===== config.mk =====
export PLATFORM = sky130hd
export DESIGN_NAME = uart_rx_irq
export DESIGN_NICKNAME = d
export VERILOG_FILES = /design/src/rtl/uart_pkg.sv /design/src/rtl/uart_sync_fifo.sv /design/src/rtl/uart_rx_irq.sv
export SDC_FILE = /design/constraint.sdc
export NUM_CORES = 1
export LEC_CHECK = 0
export CAP_MARGIN = 20
export CORE_ASPECT_RATIO = 0.9
export CORE_MARGIN = 1.5
export CORE_UTILIZATION = 45
export CTS_CLUSTER_SIZE = 12
export DETAILED_ROUTE_END_ITERATION = 16
export SETUP_SLACK_MARGIN = 0.15
export SYNTH_ARGS = -nofsm -noshare
export SYNTH_HDL_FRONTEND = slang
export SYNTH_SLANG_ARGS = --single-unit

===== constraint.sdc =====
create_clock -name CLK -period 4.3 [get_ports CLK]
set_input_delay 0.86 -clock CLK [delete_from_list [all_inputs] [get_ports CLK]]
set_output_delay 0.86 -clock CLK [all_outputs]
set_load 0.02 [all_outputs]

===== src/rtl/uart_pkg.sv =====
// ============================================================================
// Module      : uart_pkg
// Description : Shared types and helpers for the UART receiver slice: the
//               receive FSM state type, the data width and the FIFO count
//               width helper.
// Revision    : 1.0 - initial release
// ============================================================================
`default_nettype none

package uart_pkg;

  localparam int UART_DATA_W = 8;

  typedef enum logic [1:0] {
    IDLE  = 2'd0,
    START = 2'd1,
    DATA  = 2'd2,
    STOP  = 2'd3
  } rx_state_t;

  // Occupancy counter width: must represent 0..depth inclusive.
  function automatic int cnt_width(input int depth);
    return $clog2(depth) + 1;
  endfunction

endpackage

`default_nettype wire


===== src/rtl/uart_sync_fifo.sv =====
// ============================================================================
// Module      : uart_sync_fifo
// Description : Synchronous FIFO with first-word-fall-through read. Pointers
//               carry one extra wrap bit so full and empty are told apart
//               without a separate counter. A push into a full FIFO is
//               accepted when a pop happens in the same cycle.
// Revision    : 1.0 - initial release
// ============================================================================
`default_nettype none

module uart_sync_fifo #(
  parameter int DEPTH = 16,
  parameter int WIDTH = 8
) (
  input  logic                   clk,
  input  logic                   rst_n,
  input  logic                   i_push,
  input  logic                   i_pop,
  input  logic [WIDTH-1:0]       i_wdata,
  output logic [WIDTH-1:0]       o_rdata,
  output logic                   o_full,
  output logic                   o_empty,
  output logic [$clog2(DEPTH):0] o_count
);

  localparam int AW = $clog2(DEPTH);

  logic [AW:0]      r_wr_ptr;
  logic [AW:0]      r_rd_ptr;
  logic [WIDTH-1:0] r_mem [DEPTH];
  logic             w_do_pop;
  logic             w_do_push;

  assign o_empty   = (r_wr_ptr == r_rd_ptr);
  assign o_full    = (r_wr_ptr[AW] != r_rd_ptr[AW]) &&
                     (r_wr_ptr[AW-1:0] == r_rd_ptr[AW-1:0]);
  assign w_do_pop  = i_pop & ~o_empty;
  assign w_do_push = i_push & (~o_full | w_do_pop);
  assign o_count   = r_wr_ptr - r_rd_ptr;
  // Head is forced to zero while empty so the output never shows stale data.
  assign o_rdata   = o_empty ? '0 : r_mem[r_rd_ptr[AW-1:0]];

  // Pointer update; wrap-around is plain modulo arithmetic.
  always_ff @(posedge clk or negedge rst_n) begin
    if (!rst_n) begin
      r_wr_ptr <= '0;
      r_rd_ptr <= '0;
    end else begin
      if (w_do_push) r_wr_ptr <= r_wr_ptr + 1'b1;
      if (w_do_pop)  r_rd_ptr <= r_rd_ptr + 1'b1;
    end
  end

  // Storage write; contents need no reset because empty masks the head.
  always_ff @(posedge clk) begin
    if (w_do_push) r_mem[r_wr_ptr[AW-1:0]] <= i_wdata;
  end

endmodule

`default_nettype wire


===== src/rtl/uart_rx_irq.sv =====
// ============================================================================
// Module      : uart_rx_irq
// Description : 8N1 UART receiver with RX FIFO, sticky error flags and a
//               registered level interrupt for the core's UART_INT input.
//               Optional macro UART_RX_TIMEOUT_EN adds a character-timeout
//               flag; without it TIMEOUT is constant 0.
// Revision    : 1.0 - initial release
// ============================================================================
`default_nettype none

module uart_rx_irq
  import uart_pkg::*;
#(
  parameter int CLKS_PER_BAUD = 434,
  parameter int FIFO_DEPTH    = 16,
  parameter int IRQ_THRESH    = 1,
  parameter int TIMEOUT_BITS  = 32
) (
  input  logic                               CLK,
  input  logic                               RESET_N,
  input  logic                               RXD,
  input  logic                               RD_EN,
  input  logic                               CLR_ERR,
  output logic [UART_DATA_W-1:0]             RD_DATA,
  output logic                               RX_EMPTY,
  output logic [cnt_width(FIFO_DEPTH)-1:0]   RX_COUNT,
  output logic                               OVERRUN,
  output logic                               FRAME_ERR,
  output logic                               TIMEOUT,
  output logic                               UART_INT
);

  localparam int CW     = cnt_width(FIFO_DEPTH);
  localparam int BAUD_W = $clog2(CLKS_PER_BAUD);
  localparam logic [BAUD_W-1:0] BAUD_LAST = BAUD_W'(CLKS_PER_BAUD - 1);
  localparam logic [BAUD_W-1:0] BAUD_HALF = BAUD_W'(CLKS_PER_BAUD / 2 - 1);
  localparam logic [2:0]        LAST_BIT  = 3'(UART_DATA_W - 1);

  // Parameter sanity checks at elaboration.
  if (CLKS_PER_BAUD < 4) begin : g_bad_baud
    $error("CLKS_PER_BAUD must be >= 4");
  end
  if ((FIFO_DEPTH < 2) || ((FIFO_DEPTH & (FIFO_DEPTH - 1)) != 0)) begin : g_bad_depth
    $error("FIFO_DEPTH must be a power of 2 and >= 2");
  end
  if ((IRQ_THRESH < 1) || (IRQ_THRESH > FIFO_DEPTH)) begin : g_bad_thresh
    $error("IRQ_THRESH must be in 1..FIFO_DEPTH");
  end
  if (TIMEOUT_BITS < 1) begin : g_bad_timeout
    $error("TIMEOUT_BITS must be >= 1");
  end

  logic                   r_sync1;
  logic                   r_sync2;
  logic                   r_prev;
  rx_state_t              r_state;
  logic [BAUD_W-1:0]      r_baud_cnt;
  logic [2:0]             r_bit_idx;
  logic [UART_DATA_W-1:0] r_shreg;
  logic                   r_push;
  logic                   r_overrun;
  logic                   r_frame_err;
  logic                   r_int;

  logic                   w_fall;
  logic                   w_mid_stop;
  logic                   w_fe_set;
  logic                   w_ovr_set;
  logic                   w_full;
  logic                   w_empty;
  logic                   w_cnt_hit;
  logic                   w_timeout;

  assign w_fall     = r_prev & ~r_sync2;
  assign w_mid_stop = (r_state == STOP) && (r_baud_cnt == BAUD_LAST);
  assign w_fe_set   = w_mid_stop & ~r_sync2;
  // A stored byte arriving at a full FIFO is lost unless a pop frees a slot.
  assign w_ovr_set  = r_push & w_full & ~RD_EN;
  assign w_cnt_hit  = (RX_COUNT >= CW'(IRQ_THRESH));

  // Two-flop synchroniser plus previous-sample register for edge detection.
  always_ff @(posedge CLK or negedge RESET_N) begin
    if (!RESET_N) begin
      r_sync1 <= 1'b1;
      r_sync2 <= 1'b1;
      r_prev  <= 1'b1;
    end else begin
      r_sync1 <= RXD;
      r_sync2 <= r_sync1;
      r_prev  <= r_sync2;
    end
  end

  // Receive FSM: start-bit qualification, mid-bit data sampling, stop check.
  always_ff @(posedge CLK or negedge RESET_N) begin
    if (!RESET_N) begin
      r_state    <= IDLE;
      r_baud_cnt <= '0;
      r_bit_idx  <= '0;
      r_shreg    <= '0;
      r_push     <= 1'b0;
    end else begin
      r_push <= 1'b0;
      case (r_state)
        IDLE: begin
          // Only a fresh falling edge starts a frame, so a held-low break
          // line cannot retrigger reception.
          if (w_fall) begin
            r_baud_cnt <= '0;
            r_state    <= START;
          end
        end
        START: begin
          if (r_baud_cnt == BAUD_HALF) begin
            if (r_sync2) begin
              r_state <= IDLE;
            end else begin
              r_baud_cnt <= '0;
              r_bit_idx  <= '0;
              r_state    <= DATA;
            end
          end else begin
            r_baud_cnt <= r_baud_cnt + 1'b1;
          end
        end
        DATA: begin
          if (r_baud_cnt == BAUD_LAST) begin
            r_baud_cnt <= '0;
            r_shreg    <= {r_sync2, r_shreg[UART_DATA_W-1:1]};
            if (r_bit_idx == LAST_BIT) r_state <= STOP;
            else                       r_bit_idx <= r_bit_idx + 1'b1;
          end else begin
            r_baud_cnt <= r_baud_cnt + 1'b1;
          end
        end
        STOP: begin
          if (r_baud_cnt == BAUD_LAST) begin
            r_baud_cnt <= '0;
            r_push     <= r_sync2;
            r_state    <= IDLE;
          end else begin
            r_baud_cnt <= r_baud_cnt + 1'b1;
          end
        end
        default: r_state <= IDLE;
      endcase
    end
  end

  uart_sync_fifo #(
    .DEPTH (FIFO_DEPTH),
    .WIDTH (UART_DATA_W)
  ) u_fifo (
    .clk     (CLK),
    .rst_n   (RESET_N),
    .i_push  (r_push),
    .i_pop   (RD_EN),
    .i_wdata (r_shreg),
    .o_rdata (RD_DATA),
    .o_full  (w_full),
    .o_empty (w_empty),
    .o_count (RX_COUNT)
  );

`ifdef UART_RX_TIMEOUT_EN
  localparam int TO_W = $clog2(TIMEOUT_BITS + 1);

  logic [BAUD_W-1:0] r_to_baud;
  logic [TO_W-1:0]   r_to_bits;
  logic              r_timeout;
  logic              w_pop_done;
  logic              w_push_done;
  logic              w_start_det;
  logic              w_to_tick;
  logic              w_to_fire;

  assign w_pop_done  = RD_EN & ~w_empty;
  assign w_push_done = r_push & (~w_full | w_pop_done);
  assign w_start_det = (r_state == IDLE) & w_fall;
  assign w_to_tick   = (r_state == IDLE) & ~w_empty & (r_to_baud == BAUD_LAST);
  // Fires once, on the bit period that reaches the limit; the bit counter
  // then saturates so a cleared flag is not immediately re-raised.
  assign w_to_fire   = w_to_tick & (r_to_bits == TO_W'(TIMEOUT_BITS - 1));
  assign w_timeout   = r_timeout;

  // Idle bit-period counter and sticky timeout flag.
  always_ff @(posedge CLK or negedge RESET_N) begin
    if (!RESET_N) begin
      r_to_baud <= '0;
      r_to_bits <= '0;
      r_timeout <= 1'b0;
    end else begin
      if (w_push_done | w_pop_done | w_start_det) begin
        r_to_baud <= '0;
        r_to_bits <= '0;
      end else if ((r_state == IDLE) && !w_empty) begin
        if (r_to_baud == BAUD_LAST) begin
          r_to_baud <= '0;
          if (r_to_bits != TO_W'(TIMEOUT_BITS)) r_to_bits <= r_to_bits + 1'b1;
        end else begin
          r_to_baud <= r_to_baud + 1'b1;
        end
      end
      r_timeout <= w_to_fire | (r_timeout & ~(CLR_ERR | RD_EN));
    end
  end
`else
  assign w_timeout = 1'b0;
`endif

  assign TIMEOUT   = w_timeout;
  assign OVERRUN   = r_overrun;
  assign FRAME_ERR = r_frame_err;
  assign UART_INT  = r_int;
  assign RX_EMPTY  = w_empty;

  // Sticky error flags (set wins over clear) and the registered interrupt.
  always_ff @(posedge CLK or negedge RESET_N) begin
    if (!RESET_N) begin
      r_overrun   <= 1'b0;
      r_frame_err <= 1'b0;
      r_int       <= 1'b0;
    end else begin
      r_overrun   <= w_ovr_set | (r_overrun & ~CLR_ERR);
      r_frame_err <= w_fe_set | (r_frame_err & ~CLR_ERR);
      r_int       <= w_cnt_hit | r_overrun | r_frame_err | w_timeout;
    end
  end

endmodule

`default_nettype wire

==> run metrics <==
outcome complete, no violations; final clock skew 0.0108 ns; register clock-pin slew on the reported worst setup and hold paths 0.07 ns; number of global-route vias before repair 3804; post-CTS sizing 0; worst r2r dst u_fifo.r_mem[11][5]; Startpoint Class flop; syn nets 429; detailed placement HPWL 8790 um; clk buf depth 2; Post-synth ARST share 23.4%; TritonCTS clock tree done; WL per Instance 20.9 um; Post-CTS Setup Bufs 0; largest net degree at the start of global routing 40; #FFs+latches synth 167; worst-path fanout max 8; count of pins over their slew limit 0; clk sinks 167; H-tree depth 4; CTS root buffer clkbuf_16; Critical R2R Launch u_fifo.r_rd_ptr[2]; Buf/Inv on CP 2; total CTS buffers 17; Final Cycle Share 85.1%; Cells after Synth 409; Critical Path Sink RD_DATA[1]; Post-synth EDFFs 128; crit path cell chain inv_2, ha_1, and4_1, nand2_1, nand2_1, o22ai_1, clkdlybuf4s50_1; final setup vio count 0; final core utilization 53.1%; Chip Width 135 um; Core ar. 15300 um^2; Reg2Reg Setup Slack 1.65 ns; Syn Area/Cell 17.2 um^2; TritonRoute pass-1 iters 6; starting density of the core 45.9%; antenna violations before repair 0; total wire length 13700 um; RSZ-0062 raised after global routing false; CP endpoint kind primary output; Die ar. 16400 um^2; Final ANT Viol Nets 0; Vias/cell 5.53; routed via count 3624; Max Fclk 0.273 GHz; Seq/Total Area, Yosys 68.6%; CP required 3.44 ns; Netlist cell types 56; total congestion overflow 0; Port Buffers 21; worst r2r path cells 6; Slew HR 38.8%; Starting DRT DRC Count 252; Remaining DRCs 0; CP Data Arrival Time 2.80 ns; most used cell, CP nand2_1; pwr dens 536 nW/um^2; Worst path max stage delay 0.66 ns; CP top delay family buffers and inverters; setup_tns 0 ns; Critical path origin u_fifo.r_rd_ptr[3]; Worst-Skew Late Latency 0.43 ns; GRT Overall Usage 18.4%; Hold Vio Cnt, Final 0; Hold WC Path Type flop to flop; hold slack 0.357 ns; Worst Setup Path Type flop to primary output; Max VDD drop 0.322 mV; first-pass GRT wire length 21600 um; Slowest-stage cell, CP clkdlybuf4s50_1; fin nets 460; GP Congestion 0.812; ANT cells 0; critical path depth in cells 7; Worst Tran Pin Value 0.915 ns; share of layout cells above drive strength 1 20.1%; area added between synthesis and finish 15.8%; CTS hold repair buffers 0; # IOs 23; leakage power total 3.24 nW; min Tclk post-route 3.66 ns; Synth Flop Type edfxtp_1; Die H 122 um; Post-Syn Area 7040 um^2; Yosys warning count 0; row count 43; # Max-Cap Violations 0
## power breakdown
part	internal [mW]	switching [mW]	leakage (nW)
combinational	0.372	0.483	0.923
sequential	1.78	0.0896	1.99
clock	1.04	0.602	0.328
total	3.19	1.17	3.24
## worst min path at each step
stage          startpoint  endpoint  slack [ns]  depth (start not counted)
2_1_floorplan     r_sync1   r_sync2        0.35                          0
3_3_place_gp      r_sync1   r_sync2        0.35                          0
3_5_place_dp      r_sync1   r_sync2        0.35                          0
4_1_cts           r_sync1   r_sync2        0.36                          0
5_1_grt           r_sync1   r_sync2        0.36                          0
6_report          r_sync1   r_sync2        0.36                          0
## state kept, by name, summed over array words and instances, names as in the netlist, 3 cells and up, named ones only
register and count:
r_baud_cnt 9, u_fifo.r_mem 128, r_bit_idx 3, u_fifo.r_wr_ptr 5, r_shreg 8, u_fifo.r_rd_ptr 5
## worst register-to-register path, cell delays in order, from the launching register on
cell and delay (ns):
dfrtp_1 0.43, inv_1 0.09, ha_1 0.37, nand4_1 0.12
o31a_1 0.33, nand2_1 0.19, nor2_1 0.73
## kinds of logic (layout without fill, tap and decap cells)
logic type,count (synthesis),after routing,synth area share [%]
flops,167,167,68.6
simple gates,74,74,5.85
mux,57,57,14.0
compound gates,46,46,5.09
buf+inv,36,80,2.10
fa+ha+maj,15,15,2.77
xor+xnor,13,13,1.62
other cells,1,1,0.0533
## metrics by stage
stage	instance area [um^2]	total power, mW	std cells	setup slack, ns
floorplan	7040	2.52	409	1.24
global placement	7480	2.76	623	1.14
detailed placement	7480	2.76	623	1.09
CTS	8150	4.41	655	0.626
global route	8150	4.55	655	0.475
finish	8150	4.37	655	0.643
## per-layer routing
metal | global-route usage (%) | share of wire [%] | up-vias | routed length [um]
met1 | 24.6 | 46 | 1893 | 6310
met4 | 5.38 | 0.97 | 0 | 133
li1 | - | - | 1672 | -
met5 | 0 | 0 | - | 0
met2 | 29.9 | 50 | 49 | 6870
met3 | 4.66 | 2.9 | 10 | 402
## cell usage after synthesis (2+ instances only)
master | n | area [um^2]
nand4_1 | 6 | 37.5
a211oi_1 | 2 | 15.0
a31oi_1 | 2 | 12.5
buf_2 | 7 | 35.0
edfxtp_1 | 128 | 3840
a2111oi_1 | 2 | 20.0
dfrtp_1 | 36 | 901
clkbuf_1 | 8 | 30.0
ha_1 | 14 | 175
a21oi_1 | 2 | 10.0
mux4_2 | 32 | 721
and4b_1 | 2 | 20.0
xor2_1 | 3 | 26.3
a221o_1 | 5 | 50.1
a22o_1 | 2 | 17.5
nor2_1 | 13 | 48.8
o21a_1 | 2 | 15.0
nand3_1 | 5 | 25.0
dfstp_2 | 3 | 78.8
nor3_1 | 6 | 30.0
xnor2_1 | 10 | 87.6
mux2i_1 | 16 | 160
o22ai_1 | 9 | 56.3
nand2_1 | 19 | 71.3
nand2b_1 | 5 | 31.3
o211ai_1 | 2 | 15.0
and2_1 | 3 | 18.8
mux2_2 | 9 | 101
inv_1 | 18 | 67.6
o21ai_0 | 9 | 45.0
nor2b_1 | 2 | 12.5
and3_1 | 3 | 18.8
## layout make-up
class                      count  area (um^2)
timing repair buffer          29          265
clock buffer                  24          568
tap                          202          253
fill                        1222         7190
inverter                      19         71.3
multi-input combinational    206         2060
sequential                   167         4820
clock inverter                 8          100
## layout by cell type (no fill, tap or decap), types with 9 or more instances in the layout
master	instances
edfxtp_1	128
dfrtp_1	35
mux4_2	32
clkbuf_16	22
clkdlybuf4s50_1	20
nand2_1	19
inv_1	18
mux2i_1	16
ha_1	14
nor2_1	13
xnor2_1	10
o22ai_1	9
o21ai_0	9
mux2_2	9
No activity file was read; power rests on OpenSTA's default activity.
